[config.mk]
export PLATFORM = sky130hd
export DESIGN_NAME = branch_predict_pc
export DESIGN_NICKNAME = d
export VERILOG_FILES = /design/src/rtl/branch_predict_pc.sv
export SDC_FILE = /design/constraint.sdc
export NUM_CORES = 1
export LEC_CHECK = 0
export BUFFER_PORTS_ARGS = -buffer_cell sky130_fd_sc_hd__buf_2
export CAP_MARGIN = 5
export CORE_UTILIZATION = 40
export DETAILED_ROUTE_END_ITERATION = 16
export SYNTH_ARGS = -nofsm -noshare
export SYNTH_HDL_FRONTEND = slang
export SYNTH_SLANG_ARGS = --single-unit
export TNS_END_PERCENT = 100
[constraint.sdc]
create_clock -name clk -period 6 [get_ports clk]
set_clock_uncertainty 0.15 [all_clocks]
set_input_delay 0.3 -clock clk [delete_from_list [all_inputs] [get_ports clk]]
set_output_delay 0.3 -clock clk [all_outputs]
set_load 0.02 [all_outputs]
[src/rtl/branch_predict_pc.sv]
// branch_predict_pc
//   Fetch-side PC generator backed by a direct-mapped branch target buffer.
//   Each BTB entry holds valid, tag, a 2-bit saturating direction counter and
//   a 32-bit target. Fetch looks up pc_f combinationally. Branch/jump outcomes
//   resolved in execute train the BTB and, on a misprediction, raise flush and
//   redirect fetch on the next edge.
//
// Ports
//   clk, rst_n        rising-edge clock, asynchronous active-low reset
//   stall             hold pc_f; execute-side inputs are ignored this cycle
//   pc_f              registered fetch address
//   pred_taken_f      BTB hit with counter in a taken state
//   pred_target_f     predicted target, or pc_f+4 when not predicted taken
//   ex_valid          execute stage holds a live instruction
//   ex_opcode, ex_pc  opcode and PC of the execute-stage instruction
//   ex_pred_taken     prediction that travelled down with the instruction
//   ex_pred_target    predicted target that travelled down with it
//   ex_br_taken       resolved direction (always 1 for JAL/JALR)
//   ex_target         resolved target address
//   flush             kill the instruction in fetch (misprediction)
//
// BTB_ENTRIES must be a power of two and at least 2.
module branch_predict_pc #(
  parameter logic [31:0] RESET_PC    = 32'h0000_0000,
  parameter int          BTB_ENTRIES = 16
) (
  input  logic        clk,
  input  logic        rst_n,
  input  logic        stall,
  output logic [31:0] pc_f,
  output logic        pred_taken_f,
  output logic [31:0] pred_target_f,
  input  logic        ex_valid,
  input  logic [6:0]  ex_opcode,
  input  logic [31:0] ex_pc,
  input  logic        ex_pred_taken,
  input  logic [31:0] ex_pred_target,
  input  logic        ex_br_taken,
  input  logic [31:0] ex_target,
  output logic        flush
);

  localparam int IDX   = $clog2(BTB_ENTRIES);
  localparam int TAG_W = 32 - IDX - 2;

  localparam logic [6:0] OP_BRANCH = 7'b1100011;
  localparam logic [6:0] OP_JAL    = 7'b1101111;
  localparam logic [6:0] OP_JALR   = 7'b1100111;

  localparam logic [1:0] CTR_WEAK_TAKEN   = 2'b10;
  localparam logic [1:0] CTR_STRONG_TAKEN = 2'b11;

  function automatic logic [1:0] ctr_inc_sat(input logic [1:0] c);
    return (c == 2'b11) ? 2'b11 : c + 2'b01;
  endfunction

  function automatic logic [1:0] ctr_dec_sat(input logic [1:0] c);
    return (c == 2'b00) ? 2'b00 : c - 2'b01;
  endfunction

  // BTB storage. Valid and counters are control state and are reset; tag and
  // target are only meaningful behind a set valid bit, so they carry no reset.
  logic [BTB_ENTRIES-1:0]      btb_valid;
  logic [BTB_ENTRIES-1:0][1:0] btb_ctr;
  logic [TAG_W-1:0]            btb_tag    [BTB_ENTRIES];
  logic [31:0]                 btb_target [BTB_ENTRIES];

  // ---- fetch: BTB lookup on pc_f (reads the pre-update array) ----
  logic [IDX-1:0]   f_idx;
  logic [TAG_W-1:0] f_tag;
  logic             f_hit;
  logic [31:0]      pc_seq;

  assign f_idx         = pc_f[IDX+1:2];
  assign f_tag         = pc_f[31:IDX+2];
  assign f_hit         = btb_valid[f_idx] & (btb_tag[f_idx] == f_tag);
  assign pc_seq        = pc_f + 32'd4;
  assign pred_taken_f  = f_hit & btb_ctr[f_idx][1];
  assign pred_target_f = pred_taken_f ? btb_target[f_idx] : pc_seq;

  // ---- execute: resolve, mispredict detection and BTB update decode ----
  logic             is_branch;
  logic             is_jal;
  logic             is_jalr;
  logic             resolve;
  logic             mispredict;
  logic [31:0]      redirect_pc;
  logic [IDX-1:0]   ex_idx;
  logic [TAG_W-1:0] ex_tag;
  logic             ex_hit;

  assign is_branch = (ex_opcode == OP_BRANCH);
  assign is_jal    = (ex_opcode == OP_JAL);
  assign is_jalr   = (ex_opcode == OP_JALR);
  assign resolve   = ex_valid & ~stall & (is_branch | is_jal | is_jalr);

  // A taken/taken pair still mispredicts when the carried target was stale.
  assign mispredict = resolve &
                      ((ex_br_taken != ex_pred_taken) |
                       (ex_br_taken & ex_pred_taken & (ex_pred_target != ex_target)));
  assign flush       = mispredict;
  assign redirect_pc = ex_br_taken ? ex_target : (ex_pc + 32'd4);

  assign ex_idx = ex_pc[IDX+1:2];
  assign ex_tag = ex_pc[31:IDX+2];
  assign ex_hit = btb_valid[ex_idx] & (btb_tag[ex_idx] == ex_tag);

  logic       ctr_we;
  logic [1:0] ctr_wdata;
  logic       valid_set;
  logic       data_we;

  // JALR never trains the BTB: its target depends on a register, so a cached
  // target would be wrong as often as right.
  always_comb begin
    ctr_we    = 1'b0;
    ctr_wdata = btb_ctr[ex_idx];
    valid_set = 1'b0;
    data_we   = 1'b0;
    if (resolve) begin
      if (is_branch) begin
        if (ex_hit) begin
          ctr_we    = 1'b1;
          ctr_wdata = ex_br_taken ? ctr_inc_sat(btb_ctr[ex_idx])
                                  : ctr_dec_sat(btb_ctr[ex_idx]);
          data_we   = ex_br_taken;
        end else if (ex_br_taken) begin
          // Cold taken branch evicts whatever occupied the slot.
          ctr_we    = 1'b1;
          ctr_wdata = CTR_WEAK_TAKEN;
          valid_set = 1'b1;
          data_we   = 1'b1;
        end
      end else if (is_jal) begin
        ctr_we    = 1'b1;
        ctr_wdata = CTR_STRONG_TAKEN;
        valid_set = 1'b1;
        data_we   = 1'b1;
      end
    end
  end

  // Next fetch address: a misprediction overrides any fetch-side prediction.
  logic [31:0] pc_next;

  always_comb begin
    pc_next = pc_seq;
    if (mispredict) begin
      pc_next = redirect_pc;
    end else if (stall) begin
      pc_next = pc_f;
    end else if (pred_taken_f) begin
      pc_next = pred_target_f;
    end
  end

  // ---- state update at the clock edge ----
  always_ff @(posedge clk or negedge rst_n) begin
    if (!rst_n) begin
      pc_f      <= RESET_PC;
      btb_valid <= '0;
      btb_ctr   <= '0;
    end else begin
      pc_f <= pc_next;
      if (valid_set) begin
        btb_valid[ex_idx] <= 1'b1;
      end
      if (ctr_we) begin
        btb_ctr[ex_idx] <= ctr_wdata;
      end
    end
  end

  always_ff @(posedge clk) begin
    if (data_we) begin
      btb_tag[ex_idx]    <= ex_tag;
      btb_target[ex_idx] <= ex_target;
    end
  end

endmodule

==> results.cfg, run 1 <==
[clock_network]
clock_latency_ps = 730
cts_tree = done
cts_made_buffers = 103
path_clk_slew_ps = 60
cts_sinks = 1008
cts_root_buffer = clkbuf_16
cts_buffer_depth = 3
htreeDepth = 3

[routing]
viasPerCell = 6.36
ant_nets = 0
drtIter0Drc = 4208
routed_wl_um = 162000
routed.top_layer = met5
wl_per_cell_um = 35.5
wl_met1_um = 65600
dr_wl_met3_um = 15400
wl_met2_um = 76000
firstDrtPassIters = 9
drc = 0
via_count = 29100

[yosys]
yosysWarnings = 0
synth.avg_cell_area_um2 = 17.4
synth_cell_types = 82
synth_top_area_frac = 0.598
netlist_instances = 2682
syn-cell-area_um2 = 46600
ys_top_cells_by_area = edfxtp_1 (60%), mux4_2 (16%), dfrtp_1 (4.3%)
async_reset_ff_frac = 0.0794
yosysSeqAreaShare = 0.641
synthTopCellsByCount = edfxtp_1 (928), mux4_2 (328), mux2i_1 (155), nand2_1 (123), nor2_1 (87)
yosysMostFrequentCell = edfxtp_1
ys_ff_latch = 1008
syn_nets = 2797
ys_dominant_reg_cell = edfxtp_1
synth-edff-count = 928
synth.largest_area_cell = edfxtp_1

[sta]
relSlewSlack = 0.225
finalHoldViolations = 0
tns_ps = 0
finalCritPeriodShare = 0.978
fmax_mhz = 170
setup_slack_ps = 133
tightest_slew_ps = 1160
final-setup-viol-count = 0
hold_slack_ps = 132
rsz0062_at_grt = false
slew_viol_final = 0
post-route-min-period_ps = 5870

[setup_path]
critPathLaunchType = flop
cp-end-kind = output pin
crit_path_max_fanout = 34
max_stage_delay_ps = 840
r2r-end = pc_f[3]$_DFFE_PN0P_
rr_worst_depth = 12
worstPathRequired_ps = 5550
crit_start = pc_f[2]$_DFFE_PN0P_
cp_slowest_cell = mux2i_1
reg2reg_from = pc_f[2]$_DFFE_PN0P_
cp.buffers_inverters = 4
arrival_ps = 5420
crit_type = reg2out
crit_chain = buf_12, mux4_2, mux2i_1, nor2_1, nor3_1, a22o_1, nand2_1, buf_4, nor3_4, buf_12, nor2_1, a21oi_1, buf_2
critPathTopFamily = multiplexers
r2r_setup_slack_ps = 980

[power_and_ir_drop]
power_leakage_nw = 18.2
power.density_nw_per_um2 = 361
p_total_w = 0.0195
peakVddDrop_mv = 0.296

[hold_path]
hold_path.class = in2reg
hold_depth = 2
worstHoldStart = stall
worstHoldEndpoint = pc_f[0]$_DFFE_PN0P_

[status]
status = completed

[die]
die_y_um = 343
core_um2 = 115000
die_area_um2 = 118000
ioPinCount = 175
die_x_um = 343
initial_utilization = 0.406
std_cell_rows = 124

[global_route]
gr-total-overflow = 0
grt_pass1_wl_um = 227000
grt_max_degree = 64
grt_pass1_vias = 29300
grtUsageTotal = 0.275
antenna_found_initial = 7

[job]
drv_cap = 0

[placed_design]
pre_cts_ws_ps = 819
dp.cells = 4313
io_buffers = 174
dp_hpwl_um = 106000
place.gp.congestion = 0.962

[final_layout]
area_growth_pct = 16.0
finalNonFillerCells = 4574
layout.nets = 3084
layout-drive-gt1-share = 0.303
fillers = 9726
## where the power goes
part / switching, W / internal [W]
Combinational: 0.00293 / 0.00196
Sequential: 0.000385 / 0.00774
Clock: 0.00284 / 0.00366
Total: 0.00616 / 0.0134
## cells in the final DEF, fill, tap and decap left out, types with 13 or more instances in the layout
master,n
a21o_1,20
a22oi_1,56
and2_1,18
a22o_1,15
buf_12,29
clkbuf_1,13
mux2i_1,155
nand2_1,123
a21oi_1,34
xnor2_1,72
clkinv_1,19
mux2_2,70
nor3_1,28
clkbuf_16,103
and3_1,20
dfrtp_1,76
nor4_1,32
buf_4,96
buf_2,170
nor2_1,75
edfxtp_1,928
o221a_2,14
nand4_1,22
nor2b_1,14
nand3_1,40
mux4_2,328
a31oi_1,22
inv_1,34
o21ai_0,34
dlygate4sd3_1,62
xor2_1,48
clkinv_2,26
o22ai_1,27
## cells by family after synthesis
logic type	Yosys count	share of synthesized area
fa+ha+maj	6	0.00161
buf+inv	215	0.0215
simple gates	444	0.0486
compound gates	324	0.0516
flops	1008	0.641
mux	565	0.213
xor+xnor	120	0.0226
## timing repair
| item | 4_1_cts | 5_1_grt |
|---|---|---|
| endpoints found under the hold margin | 922 | 0 |
| setup endpoints to repair | 0 | 17 |
| gates resized for setup | 0 | 2 |
| buffers inserted | 0 | 1 |
| hold buffers | 62 | 0 |
## worst reg2reg max path: stages, from the launching register on
cell     delay [ps]
dfrtp_4         760
buf_12          370
mux4_2          580
mux2i_1         840
nor2_1          150
nor3_1          260
a22o_1          210
nand2_1         120
buf_4           240
nor3_4          210
buf_12          290
mux2_2          430
a221o_1         300
## through the flow
stage / cell area (um2) / utilization
2_1_floorplan: 46600 / -
5_1_grt: 54000 / 0.470
6_report: 54000 / 0.470
4_1_cts: 54000 / 0.470
3_5_place_dp: 49900 / 0.435
3_3_place_gp: 49900 / 0.435
## metal layers
metal | vias to the layer above | global-route usage
met1 | 15500 | 0.384
li1 | 11700 | -
met4 | 2 | 0.0900
met5 | - | 0
met3 | 274 | 0.0524
met2 | 1674 | 0.436
## flip-flops by register name, indices dropped and copies added (netlist names)
name,cells
btb_ctr,32
btb_tag,416
btb_target,512
btb_valid,16
pc_f,32
## area by class of cell
class | instances | area, um2 | area share
diodes | 5 | 12.5 | 0.000232
repair buffers | 358 | 2790 | 0.0516
clock buffers | 123 | 2720 | 0.0504
flip-flops and latches | 1008 | 29900 | 0.553
well taps | 1512 | 1890 | 0.0350
clock inverters | 70 | 701 | 0.0130
inverters | 39 | 148 | 0.00273
multi-input cells | 1459 | 15900 | 0.294
## how the worst max path moves through the flow
stage                                    to  slack [ps]  depth (start not counted)
floorplan           btb_ctr[18]$_DFFE_PN0P_         880                          8
global placement    btb_ctr[13]$_DFFE_PN0P_         780                         12
detailed placement         pred_target_f[9]         820                         12
CTS                        pred_target_f[9]          40                         12
global route              pred_target_f[28]          30                         13
finish                     pred_target_f[9]         130                         13
Power figures use the tool's default switching activity.
==> inputs of run 2 (changes only) <==
==> constraint.sdc (replaced) <==
create_clock -name clk -period 6 [get_ports clk]
set_clock_uncertainty 0.15 [all_clocks]
set_input_delay 1.5 -clock clk [delete_from_list [all_inputs] [get_ports clk]]
set_output_delay 1.5 -clock clk [all_outputs]
set_load 0.02 [all_outputs]
==> run 2 against run 1 <==
  * The run now ends with negative setup slack left
  * Flip-flop and latch count unchanged
  * Register-to-register slack improved by 570 ps
  * Utilization increased by 1.6 points
  * Fmax decreased by 4.9%
  * Sequential share of layout area decreased by 1.8 points
  * Global-route usage increased by 0.67 points
  * Sequential power decreased by 2%
  * Cell area increased by 3.4%
  * Clock power increased by 4.2%
  * Non-clock buffer count increased by 91
  * Critical path type unchanged
  * Largest power group unchanged
==> results.cfg, run 2 (synthesis gave the netlist of run 1 again) <==
[clock_network]
cts_root_buffer = clkbuf_16
cts_hold_buffers = 0
cts_made_buffers = 106
cts_tree = done
clock_latency_ps = 740
cts_buffer_depth = 3
cts_sinks = 1008
path_clk_slew_ps = 60
htreeDepth = 3

[setup_path]
cp_slowest_cell = mux4_2
rr_worst_depth = 15
crit_type = reg2out
worstPathRequired_ps = 4350
r2r-end = pc_f[3]$_DFFE_PN0P_
endpoint = pred_target_f[3]
cp-end-kind = output pin
critPathTopFamily = buffers and inverters
r2r_setup_slack_ps = 1550
max_stage_delay_ps = 520
critPathLaunchType = flop
cpMostUsedCell = buf_12
crit_start = pc_f[2]$_DFFE_PN0P_
crit_chain = buf_12, buf_12, mux4_2, a22oi_2, a21oi_2, nand4b_1, nor4_4, nand4_4, buf_6, nor3_4, buf_12, buf_12, mux2_4, buf_6
crit_path_max_fanout = 6
cp.depth = 14
reg2reg_from = pc_f[2]$_DFFE_PN0P_
cp.buffers_inverters = 6
arrival_ps = 4520

[global_route]
gr-usage-met3 = 0.0654
busiest_layer = met2
grtUsageTotal = 0.282
antenna_found_initial = 10
grt_pass1_vias = 29900
grt_use_met2 = 0.438
grt_max_degree = 120
gr-usage-met1 = 0.389
gr-total-overflow = 0
grt_pass1_wl_um = 232000

[sta]
finalHoldViolations = 0
hold_slack_ps = 333
post-route-min-period_ps = 6170
setup_slack_ps = -168
slew_viol_final = 0
finalCritPeriodShare = 1.03
fmax_mhz = 162
rsz0062_at_grt = true
tightest_slew_ps = 1110
relSlewSlack = 0.255
tns_ps = -4300
final-setup-viol-count = 31

[final_layout]
layout.nets = 3178
final_cell_mix = edfxtp_1 (928), mux4_2 (328), buf_4 (215)
area_growth_pct = 19.9
largest_reg_flops = 512
layout-drive-gt1-share = 0.366
fillers = 9545
largest_register = btb_target
final_common_cell = edfxtp_1
top_regs = btb_target: 512 flops, btb_tag: 416 flops
finalNonFillerCells = 4672

[routing]
ant_nets = 0
drc = 0
wl_per_cell_um = 35.6
routed_wl_um = 166000
via_count = 29900
drtIter0Drc = 3994
firstDrtPassIters = 5
viasPerCell = 6.40

[die]
std_cell_rows = 124
core_um2 = 115000
die_y_um = 343
initial_utilization = 0.406
ioPinCount = 175
die_x_um = 343
die_area_um2 = 118000

[placed_design]
io_buffers = 174
dp_hpwl_um = 109000
dp.cells = 4417
place.gp.congestion = 0.981

[hold_path]
hold_path.class = reg2reg

[job]
drv_cap = 0

[status]
status = finished with violations
violations = negative setup slack

[power_and_ir_drop]
peakVddDrop_mv = 0.313
power_leakage_nw = 19.2
power.density_nw_per_um2 = 373
## run 2: cell type report
class                   count  area [um2]  area share
clock buffers             126        2810      0.0503
diodes                      6        15.0    0.000269
flip-flops and latches   1008       29900       0.535
inverters                  39         148     0.00264
multi-input cells        1459       16300       0.292
well taps                1512        1890      0.0339
repair buffers            449        3990      0.0715
clock inverters            73         779      0.0140
## run 2: stage by stage
step | power (W) | setup WS (ps) | util | instance area, um2
3_3_place_gp | 0.0134 | -26.2 | 0.442 | 50800
6_report | 0.0208 | -168 | 0.486 | 55800
3_5_place_dp | 0.0134 | -47.0 | 0.442 | 50800
5_1_grt | 0.0213 | -254 | 0.486 | 55800
2_1_floorplan | 0.0110 | -278 | - | 46600
4_1_cts | 0.0207 | -133 | 0.483 | 55500
## run 2: per-layer routing
| metal | vias up | part of all wire |
|---|---|---|
| met5 | - | 0.00015 |
| met4 | 4 | 0.039 |
| met3 | 348 | 0.10 |
| met2 | 1873 | 0.46 |
| met1 | 15800 | 0.40 |
| li1 | 11800 | - |
## run 2: worst min path at each step
stage	start	cells after the start	to
after floorplan	btb_valid[11]$_DFFE_PN0P_	1	btb_valid[11]$_DFFE_PN0P_
after global placement	btb_valid[0]$_DFFE_PN0P_	1	btb_valid[0]$_DFFE_PN0P_
after detailed placement	btb_valid[5]$_DFFE_PN0P_	1	btb_valid[5]$_DFFE_PN0P_
after CTS	btb_valid[5]$_DFFE_PN0P_	1	btb_valid[5]$_DFFE_PN0P_
after global routing	btb_valid[5]$_DFFE_PN0P_	1	btb_valid[5]$_DFFE_PN0P_
final	btb_valid[13]$_DFFE_PN0P_	1	btb_valid[13]$_DFFE_PN0P_
## run 2: what timing repair did
action,CTS,global route
pin swaps,24,19
buffers inserted,34,6
gates resized for setup,137,51
endpoints found under the setup margin,33,33
gates cloned,8,3
## run 2: power breakdown
group	total, W	internal, W	switching [W]
registers	0.00795	0.00774	0.000215
logic	0.00610	0.00257	0.00353
clock network	0.00677	0.00388	0.00289
total	0.0208	0.0142	0.00663
